### src/rtl/spike_uart_tx.sv
// rtl/spike_uart_tx.sv - spike word to 8N1 UART transmitter
// Pops one {timestamp, address} word per frame group and sends it MSB byte first.
module spike_uart_tx #(
  parameter int TD_WIDTH      = 16,
  parameter int NEURON_NO     = 256,
  parameter int UART_DATA_LEN = 8,
  parameter int UART_CYC      = 3,
  parameter int CLKS_PER_BIT  = 868,
  localparam int W            = TD_WIDTH + $clog2(NEURON_NO)
) (
  input  logic         clk,
  input  logic         reset,
  input  logic         tx_en,
  input  logic         fifo_empty,
  input  logic [W-1:0] fifo_dout,
  output logic         fifo_rd,
  output logic         tx_dout,
  output logic         busy,
  output logic         word_done,
  output logic [15:0]  word_cnt
);

  localparam int TOT    = UART_DATA_LEN * UART_CYC;
  localparam int BAUD_W = $clog2(CLKS_PER_BIT + 1);
  localparam int BIT_W  = $clog2(UART_DATA_LEN + 1);
  localparam int BYTE_W = $clog2(UART_CYC + 1);

  if (W > TOT) begin : g_bad_width
    $error("spike_uart_tx: spike word does not fit in UART_CYC frames");
  end

  typedef enum logic [2:0] {
    S_IDLE, S_POP, S_LOAD, S_START, S_DATA, S_STOP
  } state_t;

  state_t                   state_q;
  logic [TOT-1:0]           word_q;
  logic [UART_DATA_LEN-1:0] shift_q;
  logic [BIT_W-1:0]         bit_idx_q;
  logic [BYTE_W-1:0]        byte_idx_q;
  logic [BAUD_W-1:0]        baud_q;
  logic                     tx_q;
  logic                     fifo_rd_q;
  logic                     busy_q;
  logic                     word_done_q;
  logic [15:0]              word_cnt_q;

  logic [TOT-1:0] padded;
  logic           bit_end;

  assign padded  = TOT'(fifo_dout);
  assign bit_end = (baud_q == BAUD_W'(CLKS_PER_BIT - 1));

  // Byte k of the word, counted from the most-significant end.
  function automatic logic [UART_DATA_LEN-1:0] byte_of(input logic [TOT-1:0] w,
                                                       input logic [BYTE_W-1:0] k);
    logic [TOT-1:0] s;
    s = w >> ((UART_CYC - 1 - int'(k)) * UART_DATA_LEN);
    return s[UART_DATA_LEN-1:0];
  endfunction

  always_ff @(posedge clk or negedge reset) begin
    if (!reset) begin
      state_q     <= S_IDLE;
      word_q      <= '0;
      shift_q     <= '0;
      bit_idx_q   <= '0;
      byte_idx_q  <= '0;
      baud_q      <= '0;
      tx_q        <= 1'b1;
      fifo_rd_q   <= 1'b0;
      busy_q      <= 1'b0;
      word_done_q <= 1'b0;
      word_cnt_q  <= '0;
    end else begin
      fifo_rd_q   <= 1'b0;
      word_done_q <= 1'b0;
      case (state_q)
        S_IDLE: begin
          if (tx_en && !fifo_empty) begin
            fifo_rd_q <= 1'b1;
            busy_q    <= 1'b1;
            state_q   <= S_POP;
          end
        end
        S_POP: state_q <= S_LOAD;
        S_LOAD: begin
          word_q     <= padded;
          shift_q    <= byte_of(padded, BYTE_W'(0));
          byte_idx_q <= '0;
          bit_idx_q  <= '0;
          baud_q     <= '0;
          tx_q       <= 1'b0;
          state_q    <= S_START;
        end
        S_START: begin
          if (bit_end) begin
            baud_q    <= '0;
            tx_q      <= shift_q[0];
            shift_q   <= shift_q >> 1;
            bit_idx_q <= '0;
            state_q   <= S_DATA;
          end else begin
            baud_q <= baud_q + 1'b1;
          end
        end
        S_DATA: begin
          if (bit_end) begin
            baud_q <= '0;
            if (bit_idx_q == BIT_W'(UART_DATA_LEN - 1)) begin
              tx_q    <= 1'b1;
              state_q <= S_STOP;
            end else begin
              bit_idx_q <= bit_idx_q + 1'b1;
              tx_q      <= shift_q[0];
              shift_q   <= shift_q >> 1;
            end
          end else begin
            baud_q <= baud_q + 1'b1;
          end
        end
        S_STOP: begin
          if (bit_end) begin
            baud_q <= '0;
            // Next byte starts straight after the stop bit, no idle bit in between.
            if (byte_idx_q < BYTE_W'(UART_CYC - 1)) begin
              byte_idx_q <= byte_idx_q + 1'b1;
              shift_q    <= byte_of(word_q, byte_idx_q + 1'b1);
              tx_q       <= 1'b0;
              state_q    <= S_START;
            end else begin
              word_done_q <= 1'b1;
              word_cnt_q  <= word_cnt_q + 16'd1;
              busy_q      <= 1'b0;
              state_q     <= S_IDLE;
            end
          end else begin
            baud_q <= baud_q + 1'b1;
          end
        end
        default: begin
          tx_q    <= 1'b1;
          busy_q  <= 1'b0;
          state_q <= S_IDLE;
        end
      endcase
    end
  end

  assign fifo_rd   = fifo_rd_q;
  assign tx_dout   = tx_q;
  assign busy      = busy_q;
  assign word_done = word_done_q;
  assign word_cnt  = word_cnt_q;

endmodule

### config.mk
export PLATFORM = sky130hd
export DESIGN_NAME = spike_uart_tx
export DESIGN_NICKNAME = d
export VERILOG_FILES = /design/src/rtl/spike_uart_tx.sv
export SDC_FILE = /design/constraint.sdc
export NUM_CORES = 1
export LEC_CHECK = 0
export BUFFER_PORTS_ARGS = -buffer_cell sky130_fd_sc_hd__buf_2
export CAP_MARGIN = 15
export CORE_MARGIN = 8
export CORE_UTILIZATION = 40
export CTS_BUF_LIST = sky130_fd_sc_hd__clkbuf_16
export DETAILED_ROUTE_END_ITERATION = 8
export GPL_TIMING_DRIVEN = 1
export HOLD_SLACK_MARGIN = 0.08
export PLACE_DENSITY_LB_ADDON = 0.08
export SYNTH_ARGS = -nofsm -noshare
export SYNTH_HDL_FRONTEND = slang
export SYNTH_SLANG_ARGS = --single-unit
### constraint.sdc
create_clock -name clk -period 4 [get_ports clk]
set_clock_uncertainty 0.05 [all_clocks]
set_input_delay 0.6 -clock clk [delete_from_list [all_inputs] [get_ports clk]]
set_output_delay 0.6 -clock clk [all_outputs]
set_load 0.05 [all_outputs]
-- Yosys cells after proc, flatten, opt, wreduce, memory -nomap -nowiden
Index checks and enable logic that the tools add are counted.
- memories kept: 0
- ROM bits: 0
- bits in writable memories: 0
- bits in registers: 71
- latch bits: 0
- reduce and logical (&&, ||, !) cells: 17
- $add $sub $neg: 5
- multiplexer cells: 37
- multiply operators: 0
- divide/modulo/power cells: 0
- bitwise gates (word level): 3
- shift-type cells: 1
- equal/unequal tests: 15
- $lt $le $gt $ge: 1
- operators with widths (operator ; number):
    8-bit two-way mux ; 5
    8-bit case mux with 4 select lines ; 1
    24-bit by 32-bit right shift with 8-bit output ; 1
    10-bit case mux with 2 select lines ; 1
    3-bit case mux with 6 select lines ; 1
    16-bit by 1-bit adder with 16-bit output (second input constant) ; 1
    2-bit inequality test (second input constant) ; 8
    3-bit two-way mux ; 5
    1-bit two-way mux ; 13
    4-bit two-way mux ; 3
    4-bit case mux with 3 select lines ; 1
    10-bit by 1-bit adder with 10-bit output (second input constant) ; 1
    10-bit == test (second input constant) ; 1
    10-bit two-way mux ; 1
    5-bit AND reduction ; 2
    4-bit AND reduction ; 2
    3-bit by 2-bit == test with 1-bit output (second input constant) ; 2
    3-bit == test (second input constant) ; 2
    2-bit two-way mux ; 3
    3-bit AND reduction ; 2
    6-bit AND reduction ; 1
    1-bit case mux with 5 select lines ; 1
    4-bit by 1-bit adder with 4-bit output (second input constant) ; 1
    4-bit by 3-bit == test with 1-bit output (second input constant) ; 1
    other kinds (16) ; 19

-- Logic depth before layout (Yosys ltp)
Gate-level depths: netlist of run 1.
- depth after elaboration: 6
- gate-level depth with buffers: 9
- depth with buffers taken out: 6

-- Worst setup path after synthesis of run 1
OpenSTA, ideal clock, no wires.
- path type: reg2reg
- from: register byte_idx_q[0]
- to: register shift_q[6]
- library setup time: 125 ps
- cell stages (with the launch flop): 9
- data arrival time: 2137 ps
- path slack: 1688 ps
- data required time: 3825 ps
- period minus slack after synthesis: 2312 ps
- cells stage by stage: dfrtp_1 -> clkbuf_1 -> inv_1 -> ha_1 -> clkbuf_1 -> mux2_2 -> a22oi_1 -> o22ai_1 -> mux2_2
- longest elaborated chain between the ends: 6
- elaborated cells on any way between the ends: 9
- those cells by class: add/sub (2); order compare (1); eq/ne (1); shift (1); mux (3); reduce/logical (1)
- RTL lines (element ; line ; source):
    start: declaration ; 40 ; logic [BYTE_W-1:0] byte_idx_q;
    start signal: assignment ; 127 ; byte_idx_q <= byte_idx_q + 1'b1;
    2-bit by 1-bit adder with 2-bit output ; 128 ; shift_q <= byte_of(word_q, byte_idx_q + 1'b1);
    2-bit by 2-bit subtractor with 3-bit output ; 58 ; s = w >> ((UART_CYC - 1 - int'(k)) * UART_DATA_LEN);
    24-bit by 32-bit right shift with 8-bit output ; 58 ;
    8-bit two-way mux ; 126 ; if (byte_idx_q < BYTE_W'(UART_CYC - 1)) begin
    8-bit two-way mux ; 123 ; if (bit_end) begin
    8-bit case mux with 4 select lines ; 78 ; case (state_q)
    end signal: assignment ; 89 ; shift_q <= byte_of(padded, BYTE_W'(0));
    end signal: assignment ; 116 ; shift_q <= shift_q >> 1;
    end signal: assignment ; 128 ;
    end: declaration ; 38 ; logic [UART_DATA_LEN-1:0] shift_q;
Several ways; a longest one is shown, not always the timed one. The select of a mux whose other input is x is not followed.
A chain may end at the register's enable or synchronous reset.

-- Worst setup path after layout of run 1
- from: register state_q[1]
- to: register shift_q[5]
- longest elaborated chain between the ends: 3
- elaborated cells on any way between the ends: 12
- those cells by class: eq/ne (9); mux (1); reduce/logical (2)
- RTL lines (element ; line ; source):
    start: declaration ; 36 ; state_t state_q;
    start signal: assignment ; 64 ; state_q <= S_IDLE;
    start signal: assignment ; 83 ; state_q <= S_POP;
    start signal: assignment ; 86 ; S_POP: state_q <= S_LOAD;
    3-bit == test / 3-bit by 2-bit == test with 1-bit output (equally long branches) ; 78 ;
    4-bit nonzero test (no source line) / 2-bit inequality test (equally long branches) ; -- ;
    6-bit AND reduction (no source line) ; -- ;
    end signal: assignment ; 89 ;
    end signal: assignment ; 100 ; shift_q <= shift_q >> 1;
    end signal: assignment ; 116 ;
Several ways; a longest one is shown, not always the timed one.

==> results of run 1 <==
==> cells in the mapped netlist, drive strengths merged, types with 3 or more instances <==
cell / number / area [um^2]
a221oi: 7 / 61.3
nor2: 11 / 41.3
and3: 11 / 68.8
o21ai: 6 / 30.0
a22o: 3 / 26.3
nand2b: 6 / 37.5
buf: 7 / 46.3
nand4: 8 / 50.1
dfrtp: 70 / 1750
xor2: 5 / 43.8
nor4: 3 / 25.0
inv: 6 / 22.5
nand2: 23 / 86.3
clkbuf: 13 / 48.8
and2: 5 / 31.3
a22oi: 9 / 72.6
o22ai: 7 / 43.8
nor2b: 3 / 18.8
mux2: 43 / 484
nor3: 7 / 45.0
a31oi: 8 / 50.1
ha: 4 / 50.1
a21oi: 11 / 55.1
nand3: 16 / 80.1
a211oi: 7 / 52.6
xnor2: 10 / 87.6
==> final timing paths <==
| check | startpoint | end | slack [ns] | cells past startpoint |
|---|---|---|---|---|
| max | state_q[1] | shift_q[5] | 1.44 | 4 |
| min | word_cnt[15] | word_cnt[15] | 0.42 | 1 |
| max reg2reg | state_q[1] | shift_q[5] | 1.44 | 4 |
| min reg2reg | word_cnt[15] | word_cnt[15] | 0.42 | 1 |
| max in group asynchronous | reset | byte_idx_q[1] | 2.85 | 2 |
| min in group asynchronous | reset | word_cnt[12] | 0.43 | 2 |
==> registers in the layout (all words and copies together) (netlist names) <==
| signal | count |
|---|---|
| word_q | 24 |
| word_cnt | 16 |
| baud_q | 10 |
| shift_q | 8 |
| bit_idx_q | 4 |
| state_q | 3 |
| byte_idx_q | 2 |
| busy | 1 |
| fifo_rd | 1 |
| tx_dout | 1 |
| word_done | 1 |
==> power breakdown <==
| group | internal [W] | switching (W) | total (W) |
|---|---|---|---|
| logic | 0.000387 | 0.000306 | 0.000692 |
| clock network | 0.000471 | 0.000288 | 0.000760 |
| registers | 0.000909 | 0.000146 | 0.00106 |
==> stage by stage <==
step	total power [W]	hold WS (ns)	instances	area (um^2)	setup WS (ns)
after detailed placement	0.00177	0.430	479	4000	1.46
final	0.00251	0.424	495	4280	1.44
after global routing	0.00266	0.452	495	4280	1.21
after global placement	0.00176	0.401	479	4000	1.48
after CTS	0.00254	0.437	495	4280	1.44
after floorplan	0.00160	0.254	339	3710	1.69
==> layout make-up <==
type	instances	area, um^2	area share, %
clock buffer	9	225	5.26
inverter	6	22.5	0.526
multi-input combinational	242	1810	42.3
clock inverter	7	55.1	1.29
sequential	71	1780	41.5
tap	111	139	3.24
timing repair buffer	49	250	5.84
==> placed cells by master (no fill, tap or decap), types with 2 or more instances in the layout <==
cell | Yosys | final
buf_4 | 0 | 2
clkinv_1 | 0 | 3
o31ai_1 | 2 | 2
o21ai_0 | 6 | 6
a221oi_1 | 7 | 7
nor4_1 | 2 | 2
clkbuf_16 | 0 | 9
o31a_1 | 2 | 2
or3b_2 | 2 | 2
and2_1 | 5 | 5
o41ai_1 | 2 | 2
a211oi_1 | 7 | 7
a21oi_1 | 11 | 11
nand4_1 | 8 | 8
o22ai_1 | 7 | 7
xor2_1 | 5 | 5
inv_1 | 6 | 7
nand2_1 | 23 | 23
buf_2 | 4 | 47
nand3_1 | 16 | 16
and4_1 | 2 | 2
dfrtp_1 | 70 | 70
nand2b_1 | 6 | 6
nor2_1 | 11 | 11
nand4b_1 | 2 | 2
nor2b_1 | 3 | 3
xnor2_1 | 10 | 10
a22o_1 | 3 | 3
ha_1 | 4 | 4
and3_1 | 11 | 11
a311oi_1 | 2 | 2
mux2_2 | 43 | 43
nor3_1 | 5 | 5
a31oi_1 | 8 | 8
nor3_2 | 2 | 2
mux2i_1 | 2 | 2
clkinv_2 | 0 | 2
a22oi_1 | 8 | 8
==> logic make-up (layout without fill, tap and decap cells) <==
kind of cell / Yosys count / after routing / share of synthesized area [%]
flip-flops: 71 / 71 / 48.0
adder cells (fa/ha/maj): 4 / 4 / 1.35
AO/OA/AOI/OAI: 72 / 72 / 13.8
XOR/XNOR: 15 / 15 / 3.54
buffers and inverters: 26 / 71 / 3.17
AND/OR/NAND/NOR: 106 / 106 / 16.6
multiplexers: 45 / 45 / 13.6
==> critical path: stages (launching register included) <==
cell and delay [ns]:
dfrtp_1 0.92, nand4b_1 0.35, nand4_1 0.19, a22oi_2 0.53, mux2_2 0.40
==> routing by layer <==
| layer | wire [um] | share of wire, % |
|---|---|---|
| met5 | 0 | 0 |
| met3 | 312 | 3.6 |
| met4 | 156 | 1.8 |
| met2 | 4160 | 48 |
| met1 | 3950 | 46 |
==> out/qor.log, run 1 <==
qor: status.run_status finished, final reports clean
qor: critical_path.cp_data_required_time 4.16 ns
qor: sta.finalWorstPathRequiredPeriod 2.56 ns
qor: synthesis.post_synth_edffs 0
qor: global_routing.globalRoute.busiestLayer met2
qor: cts.htree_depth 3
qor: layout.fillCellCount 866
qor: sta.max_freq 0.390 GHz
qor: critical_path.timing.critical_path.to_type flop
qor: cts.resized_after_cts 0
qor: sta.share_of_the_clock_period_used_by_the_worst_path 64.1%
qor: global_routing.first_global_vias 3056
qor: place.place.port_buffers 47
qor: drt.routed_wl 8580 um
qor: cts.cts_root_buffer clkbuf_16
qor: global_routing.gr-total-overflow 0
qor: sta.maxSlewHeadroom 38.4%
qor: sta.finalSetupTns 0 ns
qor: synthesis.postSynthAreaPerCell 10.9 um^2
qor: synthesis.synth_cells 339
qor: die.fp.dieW 112 um
qor: cts.clkSinkCount 71
qor: layout.layout.nets 411
qor: global_routing.global_route.usage.met1 17.3%
qor: drt.firstDrtPassIters 4
qor: cts.clkLatencyLatePin 0.32 ns
qor: die.boundaryPins 48
qor: pwr.max-vdd-ir-drop 0.272 mV
qor: worst_hold_path.min-delay-path-class flop to flop
qor: drt.detail_route.vias_per_cell 5.67
qor: pwr.power.density_cell_area 586 mW/mm^2
qor: sta.final_max_slew_viol_count 0
qor: critical_path.critPathKind flop to flop
qor: die.initial_utilization 40.7%
qor: global_routing.grt_max_degree 72
qor: cts.tritoncts_clock_tree done
qor: synthesis.post_synth_num_cell_types 53
qor: global_routing.grt_pass1_wl 14800 um
qor: layout.synthesis_to_finish_area_growth 15.5%
qor: drt.num_vias 2808
qor: job.max_cap_viol_count 0
qor: global_routing.antenna_found_initial 0
qor: cts.post-cts-setup-buffer-count 0
qor: critical_path.crit_path_max_fanout 31
qor: cts.cts.clk_slew.worst_paths 0.06 ns
qor: place.place_hpwl 5770 um
qor: die.floorplan.die_area 0.0126 mm^2
qor: cts.cts_hold_repair.buffers 0
qor: global_routing.grtUsageTotal 14.4%
qor: drt.antenna_violating_nets_post_route 0
qor: drt.wire_per_inst 17.3 um
qor: critical_path.worst_setup_path_start_kind flop
qor: place.place_congestion 0.791
qor: die.die_height 112 um
qor: drt.drt_first_iter_violations 110
qor: layout.final_util 47.0%
qor: cts.max-clock-path-buffers 2
qor: synthesis.yosys_warnings 0
qor: global_routing.grt_util_met3 3.38%
qor: pwr.static-leakage-power 1.92 nW
qor: sta.tightest_slew 0.924 ns
qor: cts.cts-buffers-inserted 9
qor: die.placeableCoreArea 0.00911 mm^2
qor: drt.residual_drc 0
qor: sta.finalSetupViolCount 0
qor: layout.post_route_cells_drive_above_1_share 29.9%
qor: sta.finalHoldViolations 0
qor: die.floorplan.rows 35
qor: critical_path.cp.arrival 2.72 ns
qor: synthesis.syn_nets 371
qor: synthesis.synth-seq-cells 71
qor: global_routing.groute.layer.met2.usage 24.2%
qor: layout.antennaDiodeCount 0
qor: synthesis.synthesis.area 0.00371 mm^2
qor: synthesis.yosys_most_used_dff dfrtp_1
qor: sta.unrepaired_setup_endpoints_after_global_routing false
qor: synthesis.seq_area_frac_synth 48.0%
qor: synthesis.async_set_or_reset_register_ratio_after_synthesis 100%
No activity file was read; power rests on OpenSTA's default activity.
==> run 2, diff against run 1 <==
- clock period: 4 -> 2.1 ns (I/O delays scaled with it)
==> out/qor.log, run 2 (synthesized netlist as in run 1, its figures left out) <==
qor: cts.tritoncts_clock_tree done
qor: die.fp.dieW 112 um [unchanged]
qor: global_routing.global_route.usage.met1 17.9% [+0.65 points]
qor: die.die_height 112 um [unchanged]
qor: sta.unrepaired_setup_endpoints_after_global_routing false
qor: critical_path.critPathKind flop to flop
qor: global_routing.grt_util_met3 3.92% [+0.54 points]
qor: layout.multi_input_comb_area 0.00183 mm^2 [+0.83%]
qor: cts.cts.clk_slew.worst_paths 0.06 ns [about the same]
qor: cts.cts-buffers-inserted 9 [unchanged]
qor: global_routing.globalRoute.busiestLayer met2
qor: critical_path.crit_path_max_fanout 17 [-45%]
qor: sta.max_freq 0.493 GHz [+26%]
qor: cts.clkLatencyLatePin 0.32 ns [about the same]
qor: die.initial_utilization 40.7% [unchanged]
qor: critical_path.slowest_stage dfrtp_1
qor: place.place_hpwl 6080 um [+5.4%]
qor: worst_hold_path.min-delay-path-class input port to flop
qor: drt.drt_first_iter_violations 104 [-5.5%]
qor: critical_path.cp_data_required_time 2.29 ns [-1.87 ns]
qor: status.run_status finished, final reports clean
qor: layout.seq_area 0.00178 mm^2 [unchanged]
qor: layout.fillCellCount 875 [+1.0%]
qor: cts.max-clock-path-buffers 2 [unchanged]
qor: drt.detail_route.vias_per_cell 5.58 [-1.7%]
qor: critical_path.category_of_cells_accounting_for_the_largest_share_of_critical_path_delay compound AO/OA/AOI/OAI gates
qor: place.place.port_buffers 47 [unchanged]
qor: sta.maxSlewHeadroom 67.3% [+29 points]
qor: sta.finalWorstPathRequiredPeriod 2.03 ns [-0.532 ns]
qor: critical_path.path_cells ha_1 > and4b_1 > a32oi_1 > buf_4 > o21ai_0 > a31oi_1
qor: layout.layoutNonFillerInstCount 519 [+4.8%]
qor: drt.wire_per_inst 16.6 um [-4.4%]
qor: drt.residual_drc 0 [unchanged]
qor: layout.layout.nets 436 [+6.1%]
qor: cts.clkSinkCount 71 [unchanged]
qor: global_routing.first_global_vias 3151 [+3.1%]
qor: pwr.static-leakage-power 2.05 nW [+7.2%]
qor: sta.share_of_the_clock_period_used_by_the_worst_path 96.7% [+33 points]
qor: sta.finalSetupViolCount 0 [unchanged]
qor: global_routing.antenna_found_initial 0 [unchanged]
qor: die.floorplan.die_area 0.0126 mm^2 [unchanged]
qor: global_routing.groute.layer.met2.usage 24.9% [+0.72 points]
qor: global_routing.grt_max_degree 39 [-46%]
qor: layout.max_flop_register word_q
qor: job.max_cap_viol_count 0 [unchanged]
qor: sta.tightest_slew 0.490 ns [-0.434 ns]
qor: global_routing.grt_pass1_wl 15300 um [+3.6%]
qor: critical_path.timing.critical_path.to_type flop
qor: critical_path.cp.arrival 2.22 ns [-0.50 ns]
qor: pwr.power.density_cell_area 1090 mW/mm^2 [+86%]
qor: layout.layout_common_cells dfrtp_1, buf_2, mux2_2
qor: drt.num_vias 2895 [+3.1%]
qor: drt.antenna_violating_nets_post_route 0 [unchanged]
qor: critical_path.critical-path-max-stage-delay 0.43 ns [-0.49 ns]
qor: global_routing.grtUsageTotal 14.8% [+0.40 points]
qor: place.dp_cells 503 [+5.0%]
qor: layout.antennaDiodeCount 0 [unchanged]
qor: die.floorplan.rows 35 [unchanged]
qor: drt.firstDrtPassIters 4 [unchanged]
qor: place.place_area 0.00421 mm^2 [+5.1%]
qor: layout.post_route_cells_drive_above_1_share 35.0% [+5.1 points]
qor: place.place_congestion 0.732 [-7.5%]
qor: layout.stdcell_area 0.00452 mm^2 [+5.6%]
qor: critical_path.worst_setup_path_start_kind flop
qor: cts.cts_root_buffer clkbuf_16
qor: layout.layout.cells.most_common dfrtp_1
qor: sta.fin_worst_hold_slack 0.167 ns [-0.257 ns]
qor: layout.largest_register_ffs 24 [unchanged]
qor: pwr.max-vdd-ir-drop 0.635 mV [+130%]
qor: sta.finalSetupTns 0 ns [unchanged]
qor: critical_path.timing.critical_path.buf_inv 1 [+1]
qor: sta.finalHoldViolations 0 [unchanged]
qor: layout.synthesis_to_finish_area_growth 21.9%
qor: sta.final_max_slew_viol_count 0 [unchanged]
qor: die.placeableCoreArea 0.00911 mm^2 [unchanged]
qor: cts.htree_depth 3 [unchanged]
qor: die.boundaryPins 48 [unchanged]
qor: drt.routed_wl 8600 um [+0.20%]
qor: layout.final_util 49.6% [+2.6 points]
qor: global_routing.gr-total-overflow 0 [unchanged]
## run 2: cell types whose count changed in the layout (fill, tap and decap cells not counted), sizes merged
cell,delta
buf,+24
clkinv,-2
clkinvlp,+1
dlygate4sd3,+1
## run 2: layer usage
layer,up-vias,wire [um]
met5,-,0
met2,54,4260
li1,1412,-
met1,1423,3920
met4,0,80
met3,6,329
## run 2: what timing repair did
action	4_1_cts	5_1_grt
hold buffers	1	0
hold endpoints to repair	70	0
endpoints found under the setup margin	8	8
gates resized for setup	1	2
buffers inserted	0	0
## run 2: worst register-to-register path, cell delays in order (launching register included)
cell and delay (ns):
dfrtp_1 0.43, ha_1 0.26, and4b_1 0.23, a32oi_1 0.40, buf_4 0.29, o21ai_0 0.12, a31oi_1 0.18
## run 2: final timing paths
path / start / end / slack (ns) / depth (start not counted)
max: baud_q[1] / baud_q[7] / 0.07 / 6
min: fifo_dout[13] / word_q[13] / 0.17 / 2
max in group asynchronous: reset / byte_idx_q[0] / 1.11 / 3
max reg2reg: baud_q[1] / baud_q[7] / 0.07 / 6
min in group asynchronous: reset / word_cnt[14] / 0.51 / 3
min reg2reg: word_cnt[15] / word_cnt[15] / 0.41 / 1
## run 2: metrics by stage
step / total power, W / worst slack (ns)
CTS: 0.00499 / 0.0358
global placement: 0.00346 / -0.0723
floorplan: 0.00304 / 0.0511
finish: 0.00494 / 0.0700
global route: 0.00523 / 0.00352
detailed placement: 0.00349 / -0.130
## run 2: area by class of cell
cell class	count	share of cell area (%)
clock inverters	6	1.41
clock buffers	9	4.98
flip-flops and latches	71	39.3
multi-input cells	242	40.4
well taps	111	3.07
repair buffers	74	10.3
inverters	6	0.498
## run 2: report_power, final
part / total [W] / internal, W / switching (W)
Sequential: 0.00195 / 0.00173 / 0.000216
Clock: 0.00148 / 0.000910 / 0.000569
Combinational: 0.00151 / 0.000845 / 0.000664
==> run 3, diff against run 2 <==
- PLACE_DENSITY: default -> 0.61
- PLACE_DENSITY_LB_ADDON: 0.08 -> default
- SKIP_CTS_REPAIR_TIMING: default -> 1
==> out/qor.log, run 3 (synthesized netlist as in run 1, its figures left out) <==
qor: cts.htree_depth 3 [unchanged]
qor: pwr.p_sw 0.00144 W [-0.76%]
qor: cts.max-clock-path-buffers 2 [unchanged]
qor: drt.wire_per_inst 16.4 um [-0.98%]
qor: place.place_hpwl 6090 um [+0.29%]
qor: drt.detail_route.vias_per_cell 5.66 [+1.5%]
qor: global_routing.grt_max_degree 34 [-13%]
qor: cts.tritoncts_clock_tree done
qor: sta.tightest_slew 0.633 ns [+0.143 ns]
qor: layout.final_util 49.7% [+0.069 points]
qor: critical_path.rrSetupSlack 0.12 ns [+0.05 ns]
qor: critical_path.cp_data_required_time 2.25 ns [-0.04 ns]
qor: worst_hold_path.min-delay-path-class input port to flop
qor: pwr.p_comb_share 30.0% [-0.6 points]
qor: pwr.share_seq_of_total_power 38.4% [-1.1 points]
qor: critical_path.critical-path-max-stage-delay 0.40 ns [-0.03 ns]
qor: place.detailedPlace.worstSlack -0.0861 ns [+0.0436 ns]
qor: place.place.port_buffers 47 [unchanged]
qor: die.initial_utilization 40.7% [unchanged]
qor: die.placeableCoreArea 0.00911 mm^2 [unchanged]
qor: sta.finalWorstPathRequiredPeriod 1.98 ns [-0.0537 ns]
qor: pwr.power.internal 0.00361 W [+3.5%]
qor: critical_path.path_cells ha_1 > and4b_1 > nand4_1 > a22oi_2 > buf_12 > mux2_2
qor: layout.max_flop_register word_q
qor: global_routing.gr-total-overflow 0 [unchanged]
qor: layout.antennaDiodeCount 0 [unchanged]
qor: sta.setup_slack 0.124 ns [+0.0537 ns]
qor: sta.maxSlewHeadroom 57.8% [-9.6 points]
qor: sta.share_of_the_clock_period_used_by_the_worst_path 94.1% [-2.6 points]
qor: sta.unrepaired_setup_endpoints_after_global_routing false
qor: die.floorplan.rows 35 [unchanged]
qor: drt.routed_wl 8510 um [-0.98%]
qor: layout.layout.nets 435 [-0.23%]
qor: pwr.power.share.switching 28.5% [-0.87 points]
qor: pwr.max-vdd-ir-drop 0.703 mV [+11%]
qor: layout.largest_register_ffs 24 [unchanged]
qor: layout.fillCellCount 840 [-4.0%]
qor: sta.max_freq 0.506 GHz [+2.7%]
qor: critical_path.slowest_stage dfrtp_1
qor: pwr.power.density_cell_area 1120 mW/mm^2 [+2.1%]
qor: cts.clkSinkCount 71 [unchanged]
qor: critical_path.r2r_end shift_q[5]
qor: drt.num_vias 2939 [+1.5%]
qor: layout.layout_common_cells dfrtp_1, buf_2, mux2_2
qor: critical_path.critPathKind flop to flop
qor: sta.finalSetupViolCount 0 [unchanged]
qor: critical_path.worst_setup_path_start_kind flop
qor: global_routing.grtUsageTotal 13.9% [-0.88 points]
qor: drt.antenna_violating_nets_post_route 0 [unchanged]
qor: pwr.static-leakage-power 2.06 nW [+0.28%]
qor: critical_path.cp.arrival 2.13 ns [-0.09 ns]
qor: layout.layout.cells.most_common dfrtp_1
qor: cts.cts.clk_slew.worst_paths 0.06 ns [about the same]
qor: drt.residual_drc 0 [unchanged]
qor: place.place_congestion 0.825 [+13%]
qor: critical_path.worst_r2r_startpoint baud_q[1]
qor: global_routing.first_global_vias 2936 [-6.8%]
qor: critical_path.timing.critical_path.to_type flop
qor: die.boundaryPins 48 [unchanged]
qor: die.floorplan.die_area 0.0126 mm^2 [unchanged]
qor: critical_path.crit_path_max_fanout 8 [-9]
qor: pwr.pwr-share-clk 31.6% [+1.6 points]
qor: job.max_cap_viol_count 0 [unchanged]
qor: critical_path.rr_worst_depth 6 [unchanged]
qor: cts.clkLatencyLatePin 0.33 ns [about the same]
qor: die.fp.dieW 112 um [unchanged]
qor: drt.firstDrtPassIters 4 [unchanged]
qor: layout.post_route_cells_drive_above_1_share 35.0% [unchanged]
qor: layout.synthesis_to_finish_area_growth 22.1%
qor: status.run_status finished, final reports clean
qor: cts.cts_root_buffer clkbuf_16
qor: sta.finalHoldViolations 0 [unchanged]
qor: sta.final_max_slew_viol_count 0 [unchanged]
qor: critical_path.critPathCapture shift_q[5]
qor: drt.drt_first_iter_violations 147 [+41%]
qor: critical_path.crit_start baud_q[1]
qor: global_routing.antenna_found_initial 0 [unchanged]
qor: global_routing.grt_pass1_wl 14400 um [-5.7%]
qor: die.die_height 112 um [unchanged]
qor: cts.cts-buffers-inserted 9 [unchanged]
-- run 3: changes by cell type in the layout (fill, tap and decap cells not counted), sizes merged --
cell	delta
clkinv	+2
buf	-1
inv	-1
bufinv	+1
clkinvlp	-1
-- run 3: worst min path at each step --
stage              endpoint  cells past startpoint          start
6_report         word_q[11]                      2  fifo_dout[11]
5_1_grt          word_q[11]                      2  fifo_dout[11]
4_1_cts        word_cnt[12]                      1          reset
3_5_place_dp   word_cnt[12]                      1          reset
3_3_place_gp   word_cnt[12]                      1          reset
2_1_floorplan     baud_q[0]                      0          reset
-- run 3: power by group through the flow --
stage                     logic, W  registers [W]  clock network [W]
final                      0.00151        0.00194            0.00159
after global routing       0.00166        0.00199            0.00168
after CTS                  0.00153        0.00194            0.00164
after detailed placement   0.00152        0.00196                  0
after floorplan            0.00113        0.00191                  0
after global placement     0.00148        0.00196                  0
-- run 3: cell type report --
type | instances | area, um^2 | share of cell area [%]
Multi-Input combinational cell | 242 | 1820 | 40.1
Sequential cell | 71 | 1780 | 39.3
Timing Repair Buffer | 73 | 458 | 10.1
Clock buffer | 9 | 225 | 4.98
Tap cell | 111 | 139 | 3.07
Clock inverter | 7 | 87.6 | 1.93
Inverter | 6 | 22.5 | 0.498
-- run 3: stage by stage --
| stage | TNS (ns) | power, W | std cells | hold WS [ns] | cell area [um^2] |
|---|---|---|---|---|---|
| 2_1_floorplan | 0 | 0.00304 | 339 | -0.0306 | 3710 |
| 3_3_place_gp | -0.380 | 0.00344 | 502 | 0.317 | 4200 |
| 3_5_place_dp | -0.502 | 0.00349 | 502 | 0.326 | 4200 |
| 4_1_cts | -0.537 | 0.00510 | 518 | -0.0226 | 4510 |
| 5_1_grt | 0 | 0.00533 | 519 | 0.157 | 4530 |
| 6_report | 0 | 0.00505 | 519 | 0.166 | 4530 |
-- run 3: worst max-delay path: cells and delay by family (launching register included) --
family          cells  cell delay (ns)
buf+inv             1             0.16
mux                 1             0.33
compound gates      1             0.23
simple gates        2             0.43
fa+ha+maj           1             0.25
flops               1             0.40
-- run 3: metal layers --
metal	GRT usage (%)	part of all wire (%)	up-vias
met4	4.05	1.0	0
met3	4.35	5.1	8
met5	0	0	-
met1	17.1	45	1450
li1	-	-	1404
met2	22.8	49	77
